`src/rtl/mux41_pkg.sv`:
```
// Shared types and constants for the 4:1 round-robin stream merger.
// Channel indices are carried as sel_t throughout the design.
package mux41_pkg;

    localparam int CH_NUM = 4;
    localparam int SEL_W  = 2;

    typedef logic [SEL_W-1:0] sel_t;

    localparam sel_t RST_SEL = 2'b00;

    function automatic logic [CH_NUM-1:0] ch_onehot(input sel_t idx);
        logic [CH_NUM-1:0] v;
        v      = '0;
        v[idx] = 1'b1;
        return v;
    endfunction

endpackage

```
`src/rtl/rr_pick4.sv`:
```
// Rotating-priority picker: first set req bit searching ptr, ptr+1, ptr+2, ptr+3 (mod 4).
// Latency: purely combinational.
// Backpressure: none; gnt_any=0 when no request is set.
module rr_pick4
    import mux41_pkg::*;
(
    input  logic [CH_NUM-1:0] req,
    input  sel_t              ptr,
    output sel_t              gnt_idx,
    output logic              gnt_any
);

    sel_t cand;

    // Walk from the farthest offset back to ptr so the nearest requester wins.
    always_comb begin
        gnt_idx = ptr;
        gnt_any = 1'b0;
        cand    = ptr;
        for (int k = CH_NUM - 1; k >= 0; k--) begin
            cand = ptr + sel_t'(k);
            if (req[cand]) begin
                gnt_idx = cand;
                gnt_any = 1'b1;
            end
        end
    end

endmodule

```
`src/rtl/mux41_rr.sv`:
```
// 4:1 valid/ready stream merger, round-robin per beat (per burst with MUX41_HOLD_EN).
// Latency: 1 cycle accept -> out_valid; 1 beat/cycle when out_ready stays high.
// Backpressure: in_ready is granted only when the output register is empty or draining.
module mux41_rr
    import mux41_pkg::*;
#(
    parameter int DATA_W = 8
) (
    input  logic                     clk,
    input  logic                     rst,
    input  logic                     en,
    input  logic [CH_NUM*DATA_W-1:0] in_data,
    input  logic [CH_NUM-1:0]        in_valid,
    input  logic [CH_NUM-1:0]        in_last,
    output logic [CH_NUM-1:0]        in_ready,
    output logic [DATA_W-1:0]        out_data,
    output logic [SEL_W-1:0]         out_sel,
    output logic                     out_last,
    output logic                     out_valid,
    input  logic                     out_ready
);

    logic [DATA_W-1:0] ch_data [CH_NUM];
    logic [CH_NUM-1:0] req;
    sel_t              gnt_idx;
    logic              gnt_any;
    logic              load;

    logic              out_valid_q, out_valid_d;
    logic [DATA_W-1:0] out_data_q,  out_data_d;
    sel_t              out_sel_q,   out_sel_d;
    logic              out_last_q,  out_last_d;
    sel_t              ptr_q,       ptr_d;

    for (genvar i = 0; i < CH_NUM; i++) begin : g_unpack
        assign ch_data[i] = in_data[i*DATA_W +: DATA_W];
    end

`ifdef MUX41_HOLD_EN
    logic lock_q,    lock_d;
    sel_t lock_ch_q, lock_ch_d;

    // A burst in progress masks every channel except its owner.
    always_comb begin
        req = in_valid;
        if (lock_q) begin
            req = in_valid & ch_onehot(lock_ch_q);
        end
    end
`else
    assign req = in_valid;
`endif

    rr_pick4 u_pick (
        .req     (req),
        .ptr     (ptr_q),
        .gnt_idx (gnt_idx),
        .gnt_any (gnt_any)
    );

    assign load     = en && (!out_valid_q || out_ready) && gnt_any;
    assign in_ready = (load && !rst) ? ch_onehot(gnt_idx) : '0;

    always_comb begin
        out_valid_d = out_valid_q;
        out_data_d  = out_data_q;
        out_sel_d   = out_sel_q;
        out_last_d  = out_last_q;
        ptr_d       = ptr_q;
`ifdef MUX41_HOLD_EN
        lock_d      = lock_q;
        lock_ch_d   = lock_ch_q;
`endif
        if (load) begin
            out_valid_d = 1'b1;
            out_data_d  = ch_data[gnt_idx];
            out_sel_d   = gnt_idx;
            out_last_d  = in_last[gnt_idx];
            ptr_d       = gnt_idx + sel_t'(1);
`ifdef MUX41_HOLD_EN
            lock_d      = !in_last[gnt_idx];
            lock_ch_d   = gnt_idx;
`endif
        end else if (out_valid_q && out_ready) begin
            out_valid_d = 1'b0;
        end
    end

    always_ff @(posedge clk or posedge rst) begin
        if (rst) begin
            out_valid_q <= 1'b0;
            out_data_q  <= '0;
            out_sel_q   <= RST_SEL;
            out_last_q  <= 1'b0;
            ptr_q       <= RST_SEL;
`ifdef MUX41_HOLD_EN
            lock_q      <= 1'b0;
            lock_ch_q   <= RST_SEL;
`endif
        end else begin
            out_valid_q <= out_valid_d;
            out_data_q  <= out_data_d;
            out_sel_q   <= out_sel_d;
            out_last_q  <= out_last_d;
            ptr_q       <= ptr_d;
`ifdef MUX41_HOLD_EN
            lock_q      <= lock_d;
            lock_ch_q   <= lock_ch_d;
`endif
        end
    end

    assign out_valid = out_valid_q;
    assign out_data  = out_data_q;
    assign out_sel   = out_sel_q;
    assign out_last  = out_last_q;

endmodule

```
`config.mk`:
```
export PLATFORM = sky130hd
export DESIGN_NAME = mux41_rr
export DESIGN_NICKNAME = d
export VERILOG_FILES = /design/src/rtl/mux41_pkg.sv /design/src/rtl/rr_pick4.sv /design/src/rtl/mux41_rr.sv
export SDC_FILE = /design/constraint.sdc
export NUM_CORES = 1
export LEC_CHECK = 0
export BUFFER_PORTS_ARGS = -buffer_cell sky130_fd_sc_hd__buf_2
export CORE_MARGIN = 10
export CORE_UTILIZATION = 40
export DETAILED_ROUTE_END_ITERATION = 16
export PLACE_DENSITY = 0.75
export RECOVER_POWER = 50
export SYNTH_ARGS = -nofsm -noshare
export SYNTH_HDL_FRONTEND = slang
export SYNTH_SLANG_ARGS = --single-unit
```
`constraint.sdc`:
```
create_clock -name clk -period 4.1 [get_ports clk]
set_clock_uncertainty 0.1 [all_clocks]
set_input_delay 1.23 -clock clk [delete_from_list [all_inputs] [get_ports clk]]
set_output_delay 1.23 -clock clk [all_outputs]
set_load 0.05 [all_outputs]
```
# Yosys cells after proc, flatten, opt, wreduce, memory -nomap -nowiden
# Cells that the tools add are included.
[word_totals] regBits=14 output_inout_bits=16
[classes] addsub=4 n_lt_le_gt_ge=7 muxes=26 n_bitwise=1 reduce_logical=9
[op_table] op="$bmux W8 S2" n=1
[op_table] op="$mux W8" n=2
[op_table] op="$lt A2 B3 Y1 const B" n=5
[op_table] op="$mux W1" n=12
[op_table] op="$bmux W1 S2" n=5
[op_table] op="$mux W2" n=4
[op_table] op="$logic_and A1 B1 Y1" n=5
[op_table] op="$add A2 B1 Y2 const B" n=2
[op_table] op="$add A2 B2 Y2 const B" n=2
[op_table] op="$mux W4" n=1
[op_table] op="$ge A3 B3 Y1 const B" n=1
[op_table] op="$not A2 Y3" n=1
[op_table] op="$demux W1 S2" n=1
[op_table] op="$ge A2 B1 Y1 const B" n=1
[op_table] op="$logic_not A1 Y1" n=2
[op_table] op="$reduce_bool A2 Y1" n=1
[op_table] op="$logic_or A1 B1 Y1" n=1

# Longest topological paths before layout
# Gate-level depths: netlist of run 1.
[depth] depth_word=12 mapped_depth=8 depth_no_buf=5

# By module
# Synthesis of run 1 repeated with hierarchy kept, for this count alone.
[unflattened] cells_unflattened=72 area_unflattened_um2=975.9
[by_module_without_submodules] mod="mux41_rr" instances=1 cells_each=56 area_each_um2=875.8 seq_area_each_um2=350.3
[by_module_without_submodules] mod="rr_pick4" instances=1 cells_each=16 area_each_um2=100.1 seq_area_each_um2=0.0

# Least setup slack after synthesis of run 1
# No wires, ideal clock.
[synth_path] path_kind="input to output" startpoint="input port in_valid[2]" endpoint="output port in_ready[1]" arrival_time_ns=3.313 required_time_ns=2.770 setup_slack_ns=-0.543 stages=7 path_buffers=2 path_cell_list="buf_2 > nor2b_2 > o21ai_2 > buf_2 > and2_4 > nand2_2 > nor3_1"
[synth_between] elab_chain_len=11 elab_cells_between_ends=24 cone_classes="order compare (2); mux (19); reduce/logical (3)"
[synth_lines] element="start, declared" line="mux41_rr.sv:13" rtl="input logic [CH_NUM-1:0] in_valid,"
[synth_lines] element="$bmux W1 S2" line="rr_pick4.sv:22" rtl="if (req[cand]) begin"
[synth_lines] element="$mux W1 (implied by the code)" line="rr_pick4.sv:22"
[synth_lines] element="$mux W2 (4 in series)" line="rr_pick4.sv:22"
[synth_lines] element="$lt A2 B3 Y1 (implied by the code) / $ge A2 B1 Y1 (equally long branches)" line="mux41_pkg.sv:15" rtl="v[idx] = 1'b1;"
[synth_lines] element="$logic_and A1 B1 Y1 (implied by the code)" line="mux41_pkg.sv:15"
[synth_lines] element="$mux W1 (implied by the code)" line="mux41_pkg.sv:15"
[synth_lines] element="$demux W1 S2" line="mux41_pkg.sv:15"
[synth_lines] element="$mux W4 *" line="mux41_rr.sv:62" rtl="assign in_ready = (load && !rst) ? ch_onehot(gnt_idx) : '0;"
[synth_lines] element="end, declared" line="mux41_rr.sv:15" rtl="output logic [CH_NUM-1:0] in_ready,"
# Every way passes the cells marked *; elsewhere a longest branch is shown, timed or not. The select of a mux whose other input is x is not followed.

# Worst setup path after layout of run 1
[layout_path] startpoint="input port in_valid[3]" endpoint="output port in_ready[0]"
# The elaborated chain is that of the path after synthesis.

==> metrics.txt, run 1 <==
# TYPE chip_impl_metric gauge
chip_impl_metric{name="num_antenna_cells",unit=""} 0
chip_impl_metric{name="fin_nets",unit=""} 231
chip_impl_metric{name="swShare",unit=""} 0.4917
chip_impl_metric{name="cts.sinks",unit=""} 14
chip_impl_metric{name="ys_ff_latch",unit=""} 14
chip_impl_metric{name="timing.reg2reg.worst_path_depth",unit=""} 6
chip_impl_metric{name="p_int",unit="mW"} 0.3691
chip_impl_info{name="synth_common_cells",value="sky130_fd_sc_hd__nand3_1, sky130_fd_sc_hd__dfrtp_1, sky130_fd_sc_hd__nor2_1"} 1
chip_impl_metric{name="cp_slowest_stage_delay",unit="ns"} 0.41
chip_impl_metric{name="syn_inst",unit=""} 124
chip_impl_metric{name="die_height",unit="um"} 71.02
chip_impl_info{name="synth-main-ff-cell",value="sky130_fd_sc_hd__dfrtp_1"} 1
chip_impl_metric{name="std_cell_rows",unit=""} 18
chip_impl_metric{name="post_route_cells_drive_above_1_share",unit=""} 0.4409
chip_impl_metric{name="power.sequential.fraction",unit=""} 0.292
chip_impl_metric{name="design_area",unit="sq um"} 1415
chip_impl_metric{name="track_usage",unit=""} 0.1261
chip_impl_metric{name="yosys-mux-area-fraction",unit=""} 0.09736
chip_impl_metric{name="core_area",unit="sq um"} 2477
chip_impl_metric{name="worstPathBufferInverterCount",unit=""} 3
chip_impl_info{name="worstSetupEndpointType",value="output port"} 1
chip_impl_info{name="cp_slowest_cell",value="sky130_fd_sc_hd__or3_1"} 1
chip_impl_metric{name="synth_top_area_frac",unit=""} 0.3365
chip_impl_metric{name="power.share.combinational",unit=""} 0.575
chip_impl_metric{name="synth-xor-area-share",unit=""} 0
chip_impl_metric{name="maxCapViolCount",unit=""} 0
chip_impl_metric{name="syn-num-nets",unit=""} 168
chip_impl_metric{name="die_w",unit="um"} 71.02
chip_impl_info{name="crit_path_start_kind",value="input pin"} 1
chip_impl_metric{name="setup.reg_to_reg.worst_slack",unit="ns"} 2.12
chip_impl_metric{name="worst-slew-pin-transition",unit="ns"} 0.7623
chip_impl_metric{name="filler_cell_count",unit=""} 249
chip_impl_metric{name="synth-edff-count",unit=""} 0
chip_impl_metric{name="netlist-cell-type-count",unit=""} 31
chip_impl_metric{name="timing.max_slew.rel_slack",unit=""} 0.4918
chip_impl_metric{name="critical_path_arrival",unit="ns"} 2.67
chip_impl_metric{name="vdd_ir_drop_max",unit="uV"} 436.6
chip_impl_metric{name="antenna_left",unit=""} 0
chip_impl_info{name="status",value="complete, no violations"} 1
chip_impl_metric{name="cts_setup_buffers",unit=""} 0
chip_impl_metric{name="achievable_frequency",unit="MHz"} 250.1
chip_impl_metric{name="synth_simple_gate_area_frac",unit=""} 0.2921
chip_impl_metric{name="design_power_total",unit="mW"} 0.7261
chip_impl_metric{name="floorplan.die_area",unit="sq um"} 5043
chip_impl_info{name="hold_path_class",value="flop to flop"} 1
chip_impl_info{name="timing.rr.end",value="out_data[6]"} 1
chip_impl_metric{name="remaining_drc_errors",unit=""} 0
chip_impl_metric{name="path_max_fanout",unit=""} 7
chip_impl_metric{name="clk_pin_slew_worst_paths",unit="ns"} 0.08
chip_impl_metric{name="post_synth_fa_ha_maj_area_fraction",unit=""} 0
chip_impl_metric{name="routed-via-count",unit=""} 1160
chip_impl_metric{name="hold_violations",unit=""} 0
chip_impl_metric{name="detailed_route_vias_per_instance",unit=""} 5.370
chip_impl_metric{name="synth_area",unit="sq um"} 1041
chip_impl_info{name="worst_path_most_repeated_cell",value="sky130_fd_sc_hd__buf_2"} 1
chip_impl_metric{name="fraction_of_the_yosys_area_taken_by_sequential_cells",unit=""} 0.3365
chip_impl_metric{name="globalplace.congestion",unit=""} 0.7712
chip_impl_metric{name="grt_pass1_vias",unit=""} 1167
chip_impl_info{name="post-synth-top-count-cell",value="sky130_fd_sc_hd__nand3_1"} 1
chip_impl_metric{name="synthToLayoutAreaGrowth",unit="%"} 35.94
chip_impl_metric{name="buffer_ports.inserted",unit=""} 59
chip_impl_metric{name="starting_density_of_the_core",unit=""} 0.4202
chip_impl_metric{name="cts-buffers-inserted",unit=""} 3
chip_impl_metric{name="pwr-share-clk",unit=""} 0.133
chip_impl_metric{name="post-dp-hpwl",unit="um"} 2815
chip_impl_metric{name="final-max-slew-violation-count",unit=""} 0
chip_impl_metric{name="dr.first_iter.drc_count",unit=""} 56
chip_impl_info{name="cts_tree",value="built"} 1
chip_impl_metric{name="yosysWarnings",unit=""} 0
chip_impl_metric{name="cp.required",unit="ns"} 2.77
chip_impl_info{name="synth_top_family_by_area",value="simple AND/OR/NAND/NOR gates"} 1
chip_impl_info{name="worst_path_dominant_cell_family",value="buffers and inverters"} 1
chip_impl_metric{name="total_leakage_power",unit="nW"} 0.6620
chip_impl_metric{name="finish.utilization",unit=""} 0.5712
chip_impl_info{name="reg2reg_from",value="ptr_q[1]"} 1
chip_impl_info{name="worstHoldStart",value="out_sel[0]"} 1
chip_impl_metric{name="worst_case_clock_buffer_depth",unit=""} 2
chip_impl_metric{name="pin_count_of_the_biggest_net_entering_global_routing",unit=""} 19
chip_impl_metric{name="ctsResizeCount",unit=""} 0
chip_impl_metric{name="p_per_area",unit="nW/um^2"} 513.1
chip_impl_metric{name="synthesized_area_fraction_occupied_by_ao_oa_aoi_and_oai_cells",unit=""} 0.2127
chip_impl_metric{name="post_dp_cell_area",unit="sq um"} 1391
chip_impl_metric{name="drt_pass1_iterations",unit=""} 4
chip_impl_info{name="rsz0062_at_grt",value="no"} 1
chip_impl_metric{name="antenna_found_initial",unit=""} 0
chip_impl_metric{name="pin_count",unit=""} 60
chip_impl_metric{name="grt_remaining_overflow",unit=""} 0
chip_impl_info{name="post_synthesis_cell_type_with_the_largest_combined_area",value="sky130_fd_sc_hd__dfrtp_1"} 1
chip_impl_info{name="post_synth_main_area_contributors",value="sky130_fd_sc_hd__dfrtp_1, sky130_fd_sc_hd__nand3_1, sky130_fd_sc_hd__mux2_2"} 1
chip_impl_metric{name="clock_insertion_delay_worst_skew",unit="ns"} 0.27
chip_impl_info{name="critical_path.cell_chain",value="buf_2, inv_1, a22oi_1, o221a_1, or3_1, nor2b_2, buf_2"} 1
chip_impl_metric{name="period_share",unit=""} 0.9751
chip_impl_info{name="whs_endpoint",value="out_sel[0]"} 1
chip_impl_metric{name="cts_hold_buffers",unit=""} 0
chip_impl_info{name="clock-root-buffer",value="sky130_fd_sc_hd__clkbuf_4"} 1
chip_impl_metric{name="report.final.setup_viol",unit=""} 0
chip_impl_metric{name="drt-total-wl",unit="um"} 3398
chip_impl_metric{name="ctsHtreeMaxLevel",unit=""} 1
chip_impl_metric{name="p_switching",unit="mW"} 0.3570
chip_impl_metric{name="final.min_clock_period",unit="ns"} 3.998
chip_impl_info{name="critical_path_class",value="input pin to output port"} 1
chip_impl_metric{name="grt_pass1_wl",unit="um"} 5464
chip_impl_metric{name="async_reset_ff_frac",unit=""} 1.000
chip_impl_metric{name="syn_avg_cell_area",unit="sq um"} 8.395
chip_impl_metric{name="hold_path_depth",unit=""} 2
chip_impl_metric{name="routedWlPerCell",unit="um"} 15.73
[final cells by class]
class,count,area (sq um),area share
multi-input cells,98,636.9,0.4500
inverters,3,11.26,0.007958
flip-flops and latches,14,350.3,0.2476
repair buffers,67,342.8,0.2423
clock buffers,4,36.28,0.02564
well taps,30,37.54,0.02653
[layer usage]
metal  vias up  GRT usage  part of all wire
li1        582          -                 -
met1       539     0.1508              0.40
met2        35     0.2206              0.53
met3         4    0.02929             0.054
met4         0    0.03011            0.0091
met5         -          0                 0
[through the flow]
stage	setup TNS (ns)	std cells	hold WS, ns	worst slack (ns)
CTS	0	216	0.3931	0.1131
global route	0	216	0.4187	0.007905
floorplan	-0.2052	124	0.5196	-0.1177
global placement	0	212	0.3680	0.1552
finish	0	216	0.3933	0.1022
detailed placement	0	212	0.3729	0.1152
[how the worst max path moves through the flow]
| stage | start | to | slack [ns] | cells past startpoint |
|---|---|---|---|---|
| 2_1_floorplan | in_valid[2] | in_ready[1] | -0.12 | 7 |
| 3_3_place_gp | in_valid[3] | in_ready[0] | 0.16 | 7 |
| 3_5_place_dp | in_valid[3] | in_ready[0] | 0.12 | 7 |
| 4_1_cts | in_valid[3] | in_ready[0] | 0.11 | 7 |
| 5_1_grt | in_valid[3] | in_ready[0] | 0.008 | 7 |
| 6_report | in_valid[3] | in_ready[0] | 0.10 | 7 |
[state kept, by name (all words and copies together), names as in the netlist]
| name | count |
|---|---|
| out_data | 8 |
| out_last | 1 |
| out_sel | 2 |
| out_valid | 1 |
| ptr_q | 2 |
[worst register-to-register path, stage by stage (launching register included)]
cell	delay, ns
sky130_fd_sc_hd__dfrtp_1	0.53
sky130_fd_sc_hd__nand2_1	0.13
sky130_fd_sc_hd__a22oi_1	0.16
sky130_fd_sc_hd__o221a_1	0.30
sky130_fd_sc_hd__buf_4	0.21
sky130_fd_sc_hd__mux2_2	0.37
sky130_fd_sc_hd__a21oi_1	0.13
[cells by family after synthesis]
family / Yosys count
multiplexers: 9
AND/OR/NAND/NOR: 59
buffers and inverters: 12
flip-flops: 14
AO/OA/AOI/OAI: 30
[placed cells by master (no fill, tap or decap), types with 7 or more instances in the layout]
master,n
sky130_fd_sc_hd__mux2_2,9
sky130_fd_sc_hd__a21oi_1,11
sky130_fd_sc_hd__nand3_1,21
sky130_fd_sc_hd__buf_4,7
sky130_fd_sc_hd__clkbuf_1,8
sky130_fd_sc_hd__buf_2,52
sky130_fd_sc_hd__a221oi_1,9
sky130_fd_sc_hd__nand2_1,7
sky130_fd_sc_hd__dfrtp_1,14
sky130_fd_sc_hd__nor2_1,13
[power by group through the flow]
stage          combinational [mW]  clock [mW]  sequential, mW
6_report                    0.418      0.0966           0.212
3_5_place_dp                0.424           0           0.213
2_1_floorplan               0.197           0           0.327
3_3_place_gp                0.416           0           0.211
5_1_grt                     0.450       0.105           0.217
4_1_cts                     0.426      0.0989           0.211
No activity file was read; power rests on OpenSTA's default activity.
==> inputs of run 2 (changes only) <==
- BUFFER_PORTS_ARGS: -buffer_cell sky130_fd_sc_hd__buf_2 -> -buffer_cell sky130_fd_sc_hd__clkbuf_2
==> run 2 against run 1 <==
Compared with the run above:
- maximum frequency decreased by 0.84%
- final cell count unchanged
- die area stayed put
- power grew 1.9%
- critical path depth fell by 1
- flip-flop and latch count unchanged
==> metrics.txt, run 2 (synthesized netlist as in run 1, its figures left out) <==
# TYPE chip_impl_metric gauge
chip_impl_metric{name="worstPathBufferInverterCount",unit=""} 2
chip_impl_info{name="worst_path_dominant_cell_family",value="simple AND/OR/NAND/NOR gates"} 1
chip_impl_info{name="critical_path_class",value="input pin to output port"} 1
chip_impl_metric{name="remaining_drc_errors",unit=""} 0
chip_impl_metric{name="drt-total-wl",unit="um"} 3593
chip_impl_metric{name="achievable_frequency",unit="MHz"} 248.0
chip_impl_metric{name="hold_violations",unit=""} 0
chip_impl_metric{name="place_worst_setup_slack",unit="ns"} 0.09178
chip_impl_info{name="timing.rr.end",value="out_data[6]"} 1
chip_impl_metric{name="routed-via-count",unit=""} 1201
chip_impl_metric{name="ctsHtreeMaxLevel",unit=""} 1
chip_impl_metric{name="timing.max_slew.rel_slack",unit=""} 0.4950
chip_impl_metric{name="die_height",unit="um"} 71.02
chip_impl_metric{name="setup_slack",unit="ns"} 0.06825
chip_impl_metric{name="total_leakage_power",unit="nW"} 0.6776
chip_impl_info{name="layout.cells.most_common",value="sky130_fd_sc_hd__clkbuf_2"} 1
chip_impl_metric{name="cp.required",unit="ns"} 2.77
chip_impl_info{name="cts_tree",value="built"} 1
chip_impl_metric{name="final-max-slew-violation-count",unit=""} 0
chip_impl_metric{name="layoutNonFillerInstCount",unit=""} 216
chip_impl_metric{name="num_antenna_cells",unit=""} 0
chip_impl_metric{name="cp_slowest_stage_delay",unit="ns"} 0.53
chip_impl_metric{name="path_max_fanout",unit=""} 7
chip_impl_metric{name="starting_density_of_the_core",unit=""} 0.4202
chip_impl_info{name="rsz0062_at_grt",value="no"} 1
chip_impl_metric{name="final.min_clock_period",unit="ns"} 4.032
chip_impl_metric{name="maxCapViolCount",unit=""} 0
chip_impl_metric{name="pin_count_of_the_biggest_net_entering_global_routing",unit=""} 19
chip_impl_metric{name="use_met2",unit=""} 0.2502
chip_impl_metric{name="dr.first_iter.drc_count",unit=""} 69
chip_impl_metric{name="cts_hold_buffers",unit=""} 0
chip_impl_metric{name="design_power_total",unit="mW"} 0.7400
chip_impl_metric{name="hold_slack_final",unit="ns"} 0.4197
chip_impl_metric{name="die_w",unit="um"} 71.02
chip_impl_metric{name="cts.sinks",unit=""} 14
chip_impl_metric{name="numPlacedInstances",unit=""} 212
chip_impl_metric{name="worst_case_clock_buffer_depth",unit=""} 2
chip_impl_metric{name="worst-slew-pin-transition",unit="ns"} 0.7576
chip_impl_metric{name="antenna_left",unit=""} 0
chip_impl_metric{name="synthToLayoutAreaGrowth",unit="%"} 38.82
chip_impl_metric{name="std_cell_rows",unit=""} 18
chip_impl_metric{name="cts-buffers-inserted",unit=""} 3
chip_impl_metric{name="grt_remaining_overflow",unit=""} 0
chip_impl_metric{name="grt_pass1_wl",unit="um"} 5706
chip_impl_info{name="endpoint",value="in_ready[0]"} 1
chip_impl_metric{name="multi_input_comb_area",unit="sq um"} 636.9
chip_impl_info{name="worstSetupEndpointType",value="output port"} 1
chip_impl_metric{name="setup.reg_to_reg.worst_slack",unit="ns"} 2.06
chip_impl_metric{name="critical_path_arrival",unit="ns"} 2.70
chip_impl_metric{name="largest_register_ffs",unit=""} 8
chip_impl_info{name="clock-root-buffer",value="sky130_fd_sc_hd__clkbuf_4"} 1
chip_impl_metric{name="vdd_ir_drop_max",unit="uV"} 432.6
chip_impl_info{name="timing.critical_path.from",value="in_valid[3]"} 1
chip_impl_metric{name="post-dp-hpwl",unit="um"} 2981
chip_impl_metric{name="grt_pass1_vias",unit=""} 1214
chip_impl_metric{name="period_share",unit=""} 0.9834
chip_impl_info{name="gr-max-usage-layer",value="met2"} 1
chip_impl_metric{name="buffer_ports.inserted",unit=""} 59
chip_impl_info{name="worst_path_most_repeated_cell",value="sky130_fd_sc_hd__clkbuf_2"} 1
chip_impl_metric{name="tns",unit="ns"} 0
chip_impl_info{name="crit_path_start_kind",value="input pin"} 1
chip_impl_metric{name="timing.reg2reg.worst_path_depth",unit=""} 6
chip_impl_metric{name="clk_pin_slew_worst_paths",unit="ns"} 0.08
chip_impl_metric{name="ctsResizeCount",unit=""} 0
chip_impl_metric{name="core_area",unit="sq um"} 2477
chip_impl_info{name="cp_slowest_cell",value="sky130_fd_sc_hd__or4_1"} 1
chip_impl_metric{name="floorplan.die_area",unit="sq um"} 5043
chip_impl_metric{name="grtUsageMet3",unit=""} 0.03626
chip_impl_metric{name="seq_area",unit="sq um"} 350.3
chip_impl_metric{name="p_per_area",unit="nW/um^2"} 512.0
chip_impl_metric{name="clock_insertion_delay_worst_skew",unit="ns"} 0.27
chip_impl_metric{name="antenna_found_initial",unit=""} 0
chip_impl_metric{name="critical_path_cell_count",unit=""} 6
chip_impl_info{name="most_used_cells_in_the_layout_excluding_fill_and_tap_cells",value="sky130_fd_sc_hd__clkbuf_2, sky130_fd_sc_hd__nand3_1, sky130_fd_sc_hd__dfrtp_1"} 1
chip_impl_metric{name="globalplace.congestion",unit=""} 0.7886
chip_impl_metric{name="drt_pass1_iterations",unit=""} 4
chip_impl_metric{name="routedWlPerCell",unit="um"} 16.63
chip_impl_metric{name="track_usage",unit=""} 0.1352
chip_impl_metric{name="post_route_cells_drive_above_1_share",unit=""} 0.4409
chip_impl_metric{name="report.final.setup_viol",unit=""} 0
chip_impl_info{name="reg2reg_from",value="ptr_q[1]"} 1
chip_impl_metric{name="cts_setup_buffers",unit=""} 0
chip_impl_info{name="status",value="complete, no violations"} 1
chip_impl_info{name="hold_path_class",value="flop to flop"} 1
chip_impl_metric{name="detailed_route_vias_per_instance",unit=""} 5.560
chip_impl_metric{name="groute.layer.met1.usage",unit=""} 0.1455
chip_impl_info{name="critical_path.cell_chain",value="clkbuf_2, and3b_1, or4_1, and2_4, nor2b_2, clkbuf_2"} 1
chip_impl_metric{name="fin_nets",unit=""} 231
chip_impl_metric{name="pin_count",unit=""} 60
chip_impl_metric{name="filler_cell_count",unit=""} 235
==> run 2: cell count changes in the layout (fill, tap and decap cells not counted) <==
cell | previous run | this run
sky130_fd_sc_hd__clkbuf_2 | 0 | 50
sky130_fd_sc_hd__buf_12 | 0 | 2
sky130_fd_sc_hd__buf_2 | 52 | 0
==> run 2: cell type report <==
type                       instances  area share
clock buffer                       4     0.02511
sequential                        14      0.2424
timing repair buffer              67      0.2580
inverter                           3    0.007792
tap                               30     0.02597
multi-input combinational         98      0.4407
==> run 2: how the worst min path moves through the flow <==
stage                     from          to  cells past startpoint
detailed placement  out_sel[1]  out_sel[1]                      2
global route        out_sel[1]  out_sel[1]                      2
global placement    out_sel[0]  out_sel[0]                      2
CTS                 out_sel[1]  out_sel[1]                      2
floorplan             ptr_q[0]    ptr_q[0]                      1
finish              out_sel[0]  out_sel[0]                      2
==> run 2: per-layer routing <==
layer | wire (um) | vias up
met3 | 193 | 10
met1 | 1375 | 568
met5 | 0 | -
li1 | - | 583
met2 | 1955 | 40
met4 | 68 | 0
==> run 2: worst reg2reg max path: cells and delay by family (launching register included) <==
family | cells | cell delay, ns
mux | 1 | 0.17
compound gates | 1 | 0.07
simple gates | 3 | 0.86
buf+inv | 1 | 0.23
flops | 1 | 0.50
==> run 2: report_power, final <==
part | total [mW] | internal, mW | leakage, nW | switching, mW
combinational | 0.428 | 0.140 | 0.499 | 0.288
clock | 0.0970 | 0.0540 | 0.0210 | 0.0430
sequential | 0.215 | 0.178 | 0.158 | 0.0365
==> run 2: per-stage QoR <==
step                cell area, sq um  utilization
floorplan                       1051            -
global placement                1421       0.5737
detailed placement              1421       0.5737
CTS                             1458       0.5884
global route                    1445       0.5833
finish                          1445       0.5833
==> inputs of run 3 (changes only) <==
- CELL_PAD_IN_SITES_DETAIL_PLACEMENT: unset -> 1
- CELL_PAD_IN_SITES_GLOBAL_PLACEMENT: unset -> 2
- CORE_UTILIZATION: 40 -> 23
- PLACE_DENSITY: 0.75 -> 0.8
==> run 3 against run 2 <==
Compared with the run above:
- worst hold slack worse by 0.027 ns
- via count is 0.25% higher
- final cell count is 10% higher
- register-to-register slack better by 0.04 ns
- critical endpoint unchanged
- maximum frequency is 0.38% higher
- cell area is 3.4% higher
- die area is 51% higher
- combinational power hardly changed
- clock power is 38% higher
==> metrics.txt, run 3 (synthesized netlist as in run 1, its figures left out) <==
# TYPE chip_impl_metric gauge
chip_impl_metric{name="drt-total-wl",unit="um"} 4210
chip_impl_info{name="rsz0062_at_grt",value="no"} 1
chip_impl_metric{name="pin_count_of_the_biggest_net_entering_global_routing",unit=""} 19
chip_impl_info{name="hold_path_class",value="flop to flop"} 1
chip_impl_metric{name="cts-buffers-inserted",unit=""} 3
chip_impl_info{name="cts_tree",value="built"} 1
chip_impl_metric{name="die_height",unit="um"} 87.28
chip_impl_metric{name="post_dp_cell_area",unit="sq um"} 1449
chip_impl_metric{name="synthToLayoutAreaGrowth",unit="%"} 43.51
chip_impl_metric{name="track_usage",unit=""} 0.1078
chip_impl_info{name="worstHoldStart",value="out_sel[1]"} 1
chip_impl_metric{name="cp.required",unit="ns"} 2.77
chip_impl_metric{name="multi_input_comb_area",unit="sq um"} 636.9
chip_impl_metric{name="post-dp-hpwl",unit="um"} 3481
chip_impl_metric{name="routed-via-count",unit=""} 1204
chip_impl_metric{name="starting_density_of_the_core",unit=""} 0.2391
chip_impl_metric{name="layoutNonFillerInstCount",unit=""} 238
chip_impl_metric{name="worst_case_clock_buffer_depth",unit=""} 2
chip_impl_metric{name="remaining_drc_errors",unit=""} 0
chip_impl_metric{name="ctsHtreeMaxLevel",unit=""} 1
chip_impl_metric{name="hold_slack_final",unit="ns"} 0.3925
chip_impl_info{name="most_used_cells_in_the_layout_excluding_fill_and_tap_cells",value="sky130_fd_sc_hd__clkbuf_2, sky130_fd_sc_hd__nand3_1, sky130_fd_sc_hd__dfrtp_1"} 1
chip_impl_metric{name="antenna_found_initial",unit=""} 0
chip_impl_metric{name="core_area",unit="sq um"} 4354
chip_impl_metric{name="total_leakage_power",unit="nW"} 0.6870
chip_impl_metric{name="cts.sinks",unit=""} 14
chip_impl_metric{name="grt_pass1_vias",unit=""} 1366
chip_impl_info{name="reg2reg_from",value="ptr_q[1]"} 1
chip_impl_metric{name="routedWlPerCell",unit="um"} 17.69
chip_impl_metric{name="antenna_left",unit=""} 0
chip_impl_info{name="timing.critical_path.from",value="in_valid[2]"} 1
chip_impl_metric{name="drt_pass1_iterations",unit=""} 4
chip_impl_metric{name="path_max_fanout",unit=""} 3
chip_impl_metric{name="final.min_clock_period",unit="ns"} 4.016
chip_impl_metric{name="post_route_cells_drive_above_1_share",unit=""} 0.4409
chip_impl_metric{name="worst-slew-pin-transition",unit="ns"} 0.7647
chip_impl_metric{name="design_power_total",unit="mW"} 0.7792
chip_impl_metric{name="clock_insertion_delay_worst_skew",unit="ns"} 0.24
chip_impl_metric{name="die_w",unit="um"} 87.28
chip_impl_metric{name="p_per_area",unit="nW/um^2"} 521.6
chip_impl_metric{name="numPlacedInstances",unit=""} 234
chip_impl_metric{name="largest_register_ffs",unit=""} 8
chip_impl_metric{name="final-max-slew-violation-count",unit=""} 0
chip_impl_info{name="worstSetupEndpointType",value="output port"} 1
chip_impl_metric{name="maxCapViolCount",unit=""} 0
chip_impl_info{name="clock-root-buffer",value="sky130_fd_sc_hd__clkbuf_8"} 1
chip_impl_metric{name="critical_path_arrival",unit="ns"} 2.69
chip_impl_metric{name="filler_cell_count",unit=""} 540
chip_impl_metric{name="pin_count",unit=""} 60
chip_impl_metric{name="hold_violations",unit=""} 0
chip_impl_metric{name="report.final.setup_viol",unit=""} 0
chip_impl_metric{name="globalplace.congestion",unit=""} 0.8513
chip_impl_metric{name="fin_nets",unit=""} 231
chip_impl_info{name="status",value="complete, no violations"} 1
chip_impl_metric{name="seq_area",unit="sq um"} 350.3
chip_impl_metric{name="num_antenna_cells",unit=""} 0
chip_impl_metric{name="detailed_route_vias_per_instance",unit=""} 5.059
chip_impl_info{name="critical_path_class",value="input pin to output port"} 1
chip_impl_metric{name="buffer_ports.inserted",unit=""} 59
chip_impl_metric{name="finish.utilization",unit=""} 0.3431
chip_impl_metric{name="floorplan.die_area",unit="sq um"} 7617
chip_impl_metric{name="vdd_ir_drop_max",unit="uV"} 157.8
chip_impl_metric{name="clk_pin_slew_worst_paths",unit="ns"} 0.06
chip_impl_metric{name="dr.first_iter.drc_count",unit=""} 28
chip_impl_metric{name="grt_remaining_overflow",unit=""} 0
chip_impl_metric{name="design_area",unit="sq um"} 1494
chip_impl_metric{name="grt_pass1_wl",unit="um"} 6706
chip_impl_metric{name="std_cell_rows",unit=""} 24
chip_impl_info{name="crit_path_start_kind",value="input pin"} 1
chip_impl_metric{name="timing.max_slew.rel_slack",unit=""} 0.4902
chip_impl_info{name="layout.cells.most_common",value="sky130_fd_sc_hd__clkbuf_2"} 1
chip_impl_metric{name="achievable_frequency",unit="MHz"} 249.0
chip_impl_metric{name="period_share",unit=""} 0.9796
run 3: power breakdown:
group	internal, mW	total (mW)	switching, mW
Combinational	0.140	0.429	0.289
Clock	0.0849	0.134	0.0488
Sequential	0.179	0.217	0.0381
Total	0.403	0.779	0.376
run 3: layout make-up:
cell class              count  share of cell area
clock buffers               4             0.03685
inverters                   3            0.007538
multi-input cells          98              0.4263
flip-flops and latches     14              0.2345
well taps                  52             0.04355
repair buffers             67              0.2513
run 3: path summary, 6_finish.rpt:
kind / end / slack, ns / cells after the start
setup / recovery: in_ready[0] / 0.08 / 7
hold / removal: out_sel[1] / 0.39 / 2
setup reg to reg: out_data[7] / 2.10 / 5
hold reg to reg: out_sel[1] / 0.39 / 2
max in group asynchronous: out_data[1] / 2.26 / 3
min in group asynchronous: out_valid / 1.15 / 3
run 3: through the flow:
step	TNS [ns]	setup WS (ns)
after floorplan	-0.2052	-0.1177
after global placement	0	0.1294
after detailed placement	0	0.07361
after CTS	0	0.07091
after global routing	0	0.00002598
final	0	0.08366
run 3: worst max-delay path, cell delays in order:
cell and delay [ns]:
sky130_fd_sc_hd__clkbuf_2 0.09, sky130_fd_sc_hd__nor2b_2 0.23, sky130_fd_sc_hd__a21oi_1 0.07, sky130_fd_sc_hd__o221a_1 0.26
sky130_fd_sc_hd__or3_1 0.40, sky130_fd_sc_hd__nor2b_2 0.14, sky130_fd_sc_hd__buf_2 0.27
run 3: per-layer routing:
layer  track usage  up-vias  routed length [um]  share of wire
met3       0.04963        2                 451           0.11
met1        0.1164      579                1714           0.41
met2        0.1911       39                2039           0.48
met5             0        -                   0              0
li1              -      584                   -              -
met4       0.01449        0                   4        0.00095
run 3: timing repair:
item                       4_1_cts  5_1_grt
resized for setup                0        4
hold buffers                     0        0
setup endpoints to repair        0        2
setup buffers                    0        0
